<file path="src/rtl/ft245_sync_tx_if.sv">
// Handshake and pin bundle between the sample source, the transmit engine and the FT232H.
// master = transmit engine side, slave = source / FT232H side.
interface ft245_sync_tx_if #(
  parameter int DATA_W = 12,
  parameter int CNT_W  = 32
);
  logic              enable_i;
  logic [1:0]        mode_i;
  logic [DATA_W-1:0] s_data_i;
  logic              s_valid_i;
  logic              s_ready_o;
  logic              ft_txe_i;
  logic [7:0]        ft_adbus_o;
  logic              ft_wr_o;
  logic              ft_rd_o;
  logic              ft_oe_o;
  logic              ft_siwu_o;
  logic              busy_o;
  logic [CNT_W-1:0]  byte_cnt_o;

  modport master (
    input  enable_i, mode_i, s_data_i, s_valid_i, ft_txe_i,
    output s_ready_o, ft_adbus_o, ft_wr_o, ft_rd_o, ft_oe_o, ft_siwu_o, busy_o, byte_cnt_o
  );

  modport slave (
    output enable_i, mode_i, s_data_i, s_valid_i, ft_txe_i,
    input  s_ready_o, ft_adbus_o, ft_wr_o, ft_rd_o, ft_oe_o, ft_siwu_o, busy_o, byte_cnt_o
  );
endinterface

</file>
<file path="src/rtl/ft245_sync_tx.sv">
// FT232H 245-synchronous-FIFO transmit engine: packs samples LSB-byte-first onto the bus,
// re-presenting any byte the FT232H refuses via TXE#.
module ft245_sync_tx #(
  parameter int                 DATA_W    = 12,
  parameter int                 CNT_W     = 32,
  parameter int                 BURST_ON  = 90,
  parameter int                 BURST_OFF = 90,
  parameter logic [DATA_W-1:0]  PAT_INIT  = '0
) (
  input logic clk_i,
  input logic rst_i,
  ft245_sync_tx_if.master bus
);
  localparam int BYTES     = (DATA_W + 7) / 8;
  localparam int IDX_W     = (BYTES > 1) ? $clog2(BYTES) : 1;
  localparam int BURST_LEN = BURST_ON + BURST_OFF;
  localparam int BC_W      = (BURST_LEN > 2) ? $clog2(BURST_LEN) : 1;

  logic [7:0]         adbus_q;
  logic               wr_q;
  logic               busy_q;
  logic [IDX_W-1:0]   idx_q;
  logic [BYTES*8-1:0] rest_q;
  logic [CNT_W-1:0]   cnt_q;
  logic [DATA_W-1:0]  pat_q;
  logic [BC_W-1:0]    burst_q;

  logic               accept;
  logic               last;
  logic               free;
  logic               src_rdy;
  logic               load;
  logic               busy_nxt;
  logic [DATA_W-1:0]  new_sample;
  logic [BYTES*8-1:0] pad;

  always_comb begin
    accept   = ~wr_q & ~bus.ft_txe_i;
    last     = (idx_q == IDX_W'(BYTES - 1));
    free     = ~busy_q | (accept & last);
    src_rdy  = 1'b0;
    case (bus.mode_i)
      2'd0:    src_rdy = bus.s_valid_i;
      2'd1:    src_rdy = 1'b1;
      2'd2:    src_rdy = (burst_q < BC_W'(BURST_ON));
      default: src_rdy = 1'b0;
    endcase
    load       = free & bus.enable_i & src_rdy;
    new_sample = (bus.mode_i == 2'd0) ? bus.s_data_i : pat_q;
    pad        = '0;
    pad[DATA_W-1:0] = new_sample;
    busy_nxt   = busy_q;
    if (load)
      busy_nxt = 1'b1;
    else if (accept & last)
      busy_nxt = 1'b0;
  end

  always_ff @(posedge clk_i) begin
    if (rst_i) begin
      adbus_q <= '0;
      wr_q    <= 1'b1;
      busy_q  <= 1'b0;
      idx_q   <= '0;
      rest_q  <= '0;
      cnt_q   <= '0;
      pat_q   <= PAT_INIT;
      burst_q <= '0;
    end else begin
      burst_q <= (burst_q == BC_W'(BURST_LEN - 1)) ? '0 : burst_q + BC_W'(1);
      cnt_q   <= cnt_q + CNT_W'(accept);
      busy_q  <= busy_nxt;
      // WR# only asserts when the FT232H is ready and a byte will be on the bus.
      wr_q    <= ~(busy_nxt & ~bus.ft_txe_i);
      if (load) begin
        adbus_q <= pad[7:0];
        rest_q  <= pad >> 8;
        idx_q   <= '0;
        if (bus.mode_i != 2'd0)
          pat_q <= pat_q + DATA_W'(1);
      end else if (accept & ~last) begin
        adbus_q <= rest_q[7:0];
        rest_q  <= rest_q >> 8;
        idx_q   <= idx_q + IDX_W'(1);
      end
    end
  end

  assign bus.s_ready_o  = (bus.mode_i == 2'd0) & bus.enable_i & free & ~rst_i;
  assign bus.ft_adbus_o = adbus_q;
  assign bus.ft_wr_o    = wr_q;
  assign bus.ft_rd_o    = 1'b1;
  assign bus.ft_oe_o    = 1'b1;
  assign bus.ft_siwu_o  = 1'b1;
  assign bus.busy_o     = busy_q;
  assign bus.byte_cnt_o = cnt_q;
endmodule

</file>
<file path="src/flat_wrapper.sv">
// flat-port wrapper written by rule: the top's interface ports become plain ports
module ft245_sync_tx_flat 
#(
  parameter int                 DATA_W    = 12,
  parameter int                 CNT_W     = 32,
  parameter int                 BURST_ON  = 90,
  parameter int                 BURST_OFF = 90,
  parameter logic [DATA_W-1:0]  PAT_INIT  = '0
)
  (clk_i, rst_i, bus_enable_i, bus_mode_i, bus_s_data_i, bus_s_valid_i, bus_ft_txe_i, bus_s_ready_o, bus_ft_adbus_o, bus_ft_wr_o, bus_ft_rd_o, bus_ft_oe_o, bus_ft_siwu_o, bus_busy_o, bus_byte_cnt_o);
  ft245_sync_tx_if #(.DATA_W(DATA_W), .CNT_W(CNT_W)) bus_i ();
  input logic clk_i;
  input logic rst_i;
  input wire logic [$bits(bus_i.enable_i)-1:0] bus_enable_i;
  input wire logic [$bits(bus_i.mode_i)-1:0] bus_mode_i;
  input wire logic [$bits(bus_i.s_data_i)-1:0] bus_s_data_i;
  input wire logic [$bits(bus_i.s_valid_i)-1:0] bus_s_valid_i;
  input wire logic [$bits(bus_i.ft_txe_i)-1:0] bus_ft_txe_i;
  output wire logic [$bits(bus_i.s_ready_o)-1:0] bus_s_ready_o;
  output wire logic [$bits(bus_i.ft_adbus_o)-1:0] bus_ft_adbus_o;
  output wire logic [$bits(bus_i.ft_wr_o)-1:0] bus_ft_wr_o;
  output wire logic [$bits(bus_i.ft_rd_o)-1:0] bus_ft_rd_o;
  output wire logic [$bits(bus_i.ft_oe_o)-1:0] bus_ft_oe_o;
  output wire logic [$bits(bus_i.ft_siwu_o)-1:0] bus_ft_siwu_o;
  output wire logic [$bits(bus_i.busy_o)-1:0] bus_busy_o;
  output wire logic [$bits(bus_i.byte_cnt_o)-1:0] bus_byte_cnt_o;
  assign bus_i.enable_i = bus_enable_i;
  assign bus_i.mode_i = bus_mode_i;
  assign bus_i.s_data_i = bus_s_data_i;
  assign bus_i.s_valid_i = bus_s_valid_i;
  assign bus_i.ft_txe_i = bus_ft_txe_i;
  assign bus_s_ready_o = bus_i.s_ready_o;
  assign bus_ft_adbus_o = bus_i.ft_adbus_o;
  assign bus_ft_wr_o = bus_i.ft_wr_o;
  assign bus_ft_rd_o = bus_i.ft_rd_o;
  assign bus_ft_oe_o = bus_i.ft_oe_o;
  assign bus_ft_siwu_o = bus_i.ft_siwu_o;
  assign bus_busy_o = bus_i.busy_o;
  assign bus_byte_cnt_o = bus_i.byte_cnt_o;
  ft245_sync_tx #(.DATA_W(DATA_W), .CNT_W(CNT_W), .BURST_ON(BURST_ON), .BURST_OFF(BURST_OFF), .PAT_INIT(PAT_INIT)) u_core (.clk_i(clk_i), .rst_i(rst_i), .bus(bus_i));
endmodule
</file>
<file path="config.mk">
export PLATFORM = sky130hd
export DESIGN_NAME = ft245_sync_tx_flat
export DESIGN_NICKNAME = d
export VERILOG_FILES = /design/src/rtl/ft245_sync_tx_if.sv /design/src/rtl/ft245_sync_tx.sv /design/src/flat_wrapper.sv
export SDC_FILE = /design/constraint.sdc
export NUM_CORES = 1
export LEC_CHECK = 0
export CAP_MARGIN = 25
export CELL_PAD_IN_SITES_DETAIL_PLACEMENT = 0
export CELL_PAD_IN_SITES_GLOBAL_PLACEMENT = 2
export CORE_MARGIN = 5
export CORE_UTILIZATION = 40
export CTS_CLUSTER_SIZE = 20
export DETAILED_ROUTE_END_ITERATION = 10
export DONT_BUFFER_PORTS = 1
export GPL_ROUTABILITY_DRIVEN = 0
export PLACE_DENSITY_LB_ADDON = 0.1
export SLEW_MARGIN = 20
export SYNTH_ARGS = -nofsm -noshare
export SYNTH_HDL_FRONTEND = slang
export SYNTH_SLANG_ARGS = --single-unit
</file>
<file path="constraint.sdc">
create_clock -name clk_i -period 5.3 [get_ports clk_i]
set_input_delay 1.06 -clock clk_i [delete_from_list [all_inputs] [get_ports clk_i]]
set_output_delay 1.06 -clock clk_i [all_outputs]
set_load 0.005 [all_outputs]
</file>
==> reports/results.ini <==
[outcome]
outcome=finished clean

[sta]
setup_violations=0
maxSlewHeadroom_pct=58.7
worst_pin_slew_ns=0.616
post-route-min-period_ns=2.98
fin_crit_sh_pct=56.2
holdWs_ns=0.463
rsz0062_at_grt=no
max_freq_mhz=336
finClkSkew_ns=0.0144
finalMaxSlewViolations=0
fin_tns_setup_ns=0
hold_viol=0

[detailed_routing]
ant_nets=0
wl_per_cell_microns=16.3
remaining_drc_errors=0
vias=2499
vias_per_cell=5.37
drt_first_pass_iters=4
drt_wl_total_microns=7560
drtIter0Drc=83

[floorplan]
coreArea_sq_mm=0.00769
initial_core_util_pct=40.8
die_width_microns=98.6
rows=32
die_h_microns=98.6
io_pins=65
dieArea_sq_mm=0.00972

[worst_setup_path]
critPathLaunchType=input port
worstSetupStartpoint=bus_ft_txe_i
cp.arrival_ns=1.92
r2r_end=u_core.bus.byte_cnt_o[28]
end_kind=output port
cp_slowest_cell=nor4_1
reg2reg_depth=8
reg2reg_from=u_core.bus.ft_wr_o
crit_path_cell_trace=nor3b_2, o21ai_1, nor4_1
worstPathRequired_ns=4.24
path_max_fanout=9
rrSetupSlack_ns=2.95
endpoint=bus_s_ready_o
cpPeakStageDelay_ns=0.39
crit_type=input port to output port

[logic_synthesis]
synth_xor_area_share_pct=9.49
syn_area_sq_mm=0.00314
synth_seq_cells=67
synth.avg_cell_area_sq_um=8.67
synth_warnings=0
postSynthCellCount=362
synth_compound_area_share_pct=12.1
synth-edff-count=0
synth-async-reset-ratio_pct=0
yosysUniqueCellTypes=44
synth_top_family_by_area=simple AND/OR/NAND/NOR gates
synthAdderAreaFrac_pct=1.59
yosys.area_share.simple_pct=26.4
ys_seq_area_share_pct=42.7
ys_dominant_reg_cell=dfxtp_1
synthMuxAreaShare_pct=3.95

[worst_hold_path]
worstHoldStart=u_core.rest_q[0]
holdCritPathClass=flip-flop to flip-flop

[placed_design]
io_buffers=0
dp_hpwl_microns=5220
placed_cells=448

[global_routing]
grt_pass1_wl_microns=12500
grt_pass1_vias=2394
grt_max_degree=68
antenna_found_initial=0
grt_util_all_layers_pct=15.8
globalRouteOverflowTotal=0

[clock_tree]
cts_num_sinks=67
ctsResizeCount=0
clk_pin_slew_ns=0.07
cts_setup_buffers=0
cts_made_buffers=9
clock_path_buffers=2
clk_latency_ns=0.35
htree_levels=3
postCtsHoldBufs=0
cts_tree=yes
root_buffer=clkbuf_8

[layout]
seqCellArea_sq_mm=0.00134
syn2layout_area_growth_pct=8.01
drive_above_1_share_pct=10.7
final_cells=465
nets=381
fillCellCount=799
diodes=0
multi_input_area_sq_mm=0.00169

[power]
powerDensity_mw_per_mm2=287
p_leak_nw=1.13
peakVddDrop_mv=0.103

[job]
cap_violations=0

## where the power goes
part | internal, mW | switching [mW] | total (mW)
Clock | 0.196 | 0.212 | 0.408
Combinational | 0.0187 | 0.0251 | 0.0438
Sequential | 0.512 | 0.00936 | 0.521
Total | 0.727 | 0.246 | 0.973
## cell type report
class | count | area share [%]
Multi-Input combinational cell | 272 | 49.9
Sequential cell | 67 | 39.6
Clock buffer | 11 | 4.47
Tap cell | 102 | 3.77
Clock inverter | 5 | 1.07
Timing Repair Buffer | 3 | 0.664
Inverter | 5 | 0.554
## synth_stat cells, types with 2 or more instances
cell type,count,area [sq um]
nand4_1,12,75.1
ha_1,4,50.1
and2_1,2,12.5
or2_2,3,18.8
nor3_1,5,25.0
o31ai_1,2,15.0
nand3_1,25,125
nand4b_1,2,17.5
a21oi_1,19,95.1
nand2b_1,3,18.8
nor2b_1,4,25.0
xor2_1,16,140
or4_1,3,22.5
buf_4,4,30.0
and4_1,4,35.0
xnor2_1,18,158
a311oi_1,5,43.8
clkbuf_1,12,45.0
a211oi_1,6,45.0
nand2_1,28,105
nor4_1,4,25.0
dfxtp_1,67,1340
o21ai_0,15,75.1
or3_1,7,43.8
nor2_1,48,180
mux2_2,11,124
buf_2,3,15.0
o21ai_1,2,10.0
and3_1,7,43.8
nand3b_1,3,22.5
inv_1,5,18.8
## state kept, by name, summed over array words and instances, names as in the netlist
register and cells:
u_core.bus.byte_cnt_o 32, u_core.bus.ft_adbus_o 8, u_core.bus.ft_wr_o 1, u_core.bus.busy_o 1, u_core.burst_q 8, u_core.idx_q 1
u_core.rest_q 4, u_core.pat_q 12
## cells in the final DEF (no fill, tap or decap), types with 4 or more instances in the layout
cell type,count
a311oi_1,5
a211oi_1,6
clkbuf_8,11
nor2_1,48
or3_1,7
nand3_1,25
o21ai_0,15
nand2_1,28
xnor2_1,18
dfxtp_1,67
nand4_1,12
nor2b_1,4
nor3_1,5
ha_1,4
and4_1,4
and3_1,7
inv_1,5
nor4_1,4
a21oi_1,19
xor2_1,16
mux2_2,11
## metal layers
metal / GRT usage (%) / vias to the layer above / routed length [microns]
li1: - / 1270 / -
met1: 20.0 / 1164 / 3470
met2: 25.0 / 53 / 3470
met3: 5.24 / 12 / 500
met4: 6.30 / 0 / 119
met5: 0 / - / 0
## how the worst min path moves through the flow
stage               slack (ns)                end  depth (start not counted)
floorplan                 0.43  u_core.burst_q[0]                          1
global placement          0.45   u_core.rest_q[2]                          2
detailed placement        0.46   u_core.rest_q[0]                          2
CTS                       0.47   u_core.rest_q[0]                          2
global route              0.49   u_core.rest_q[2]                          2
finish                    0.46   u_core.rest_q[0]                          2
## metrics by stage
stage                     setup WS (ns)  power, mW  instance area, sq um  utilization, %
after detailed placement           2.25      0.577                  3190            41.6
after global routing               2.26       1.02                  3390            44.1
after global placement             2.32      0.576                  3190            41.5
after CTS                          2.31      0.986                  3380            44.0
after floorplan                    2.54      0.575                  3150               -
final                              2.32      0.973                  3390            44.1
## cell families (layout without fill, tap and decap cells)
kind of cell | count (synthesis) | after routing
fa+ha+maj | 4 | 4
other cells | 1 | 3
compound gates | 57 | 57
simple gates | 163 | 163
buf+inv | 25 | 24
mux | 11 | 11
xor+xnor | 34 | 34
flops | 67 | 67
## worst max-delay path, delay by kind of cell
kind / cells / cell delay, ns
and+or+nand+nor: 2 / 0.62
AOI/OAI and AO/OA: 1 / 0.24
Power figures use the tool's default switching activity.
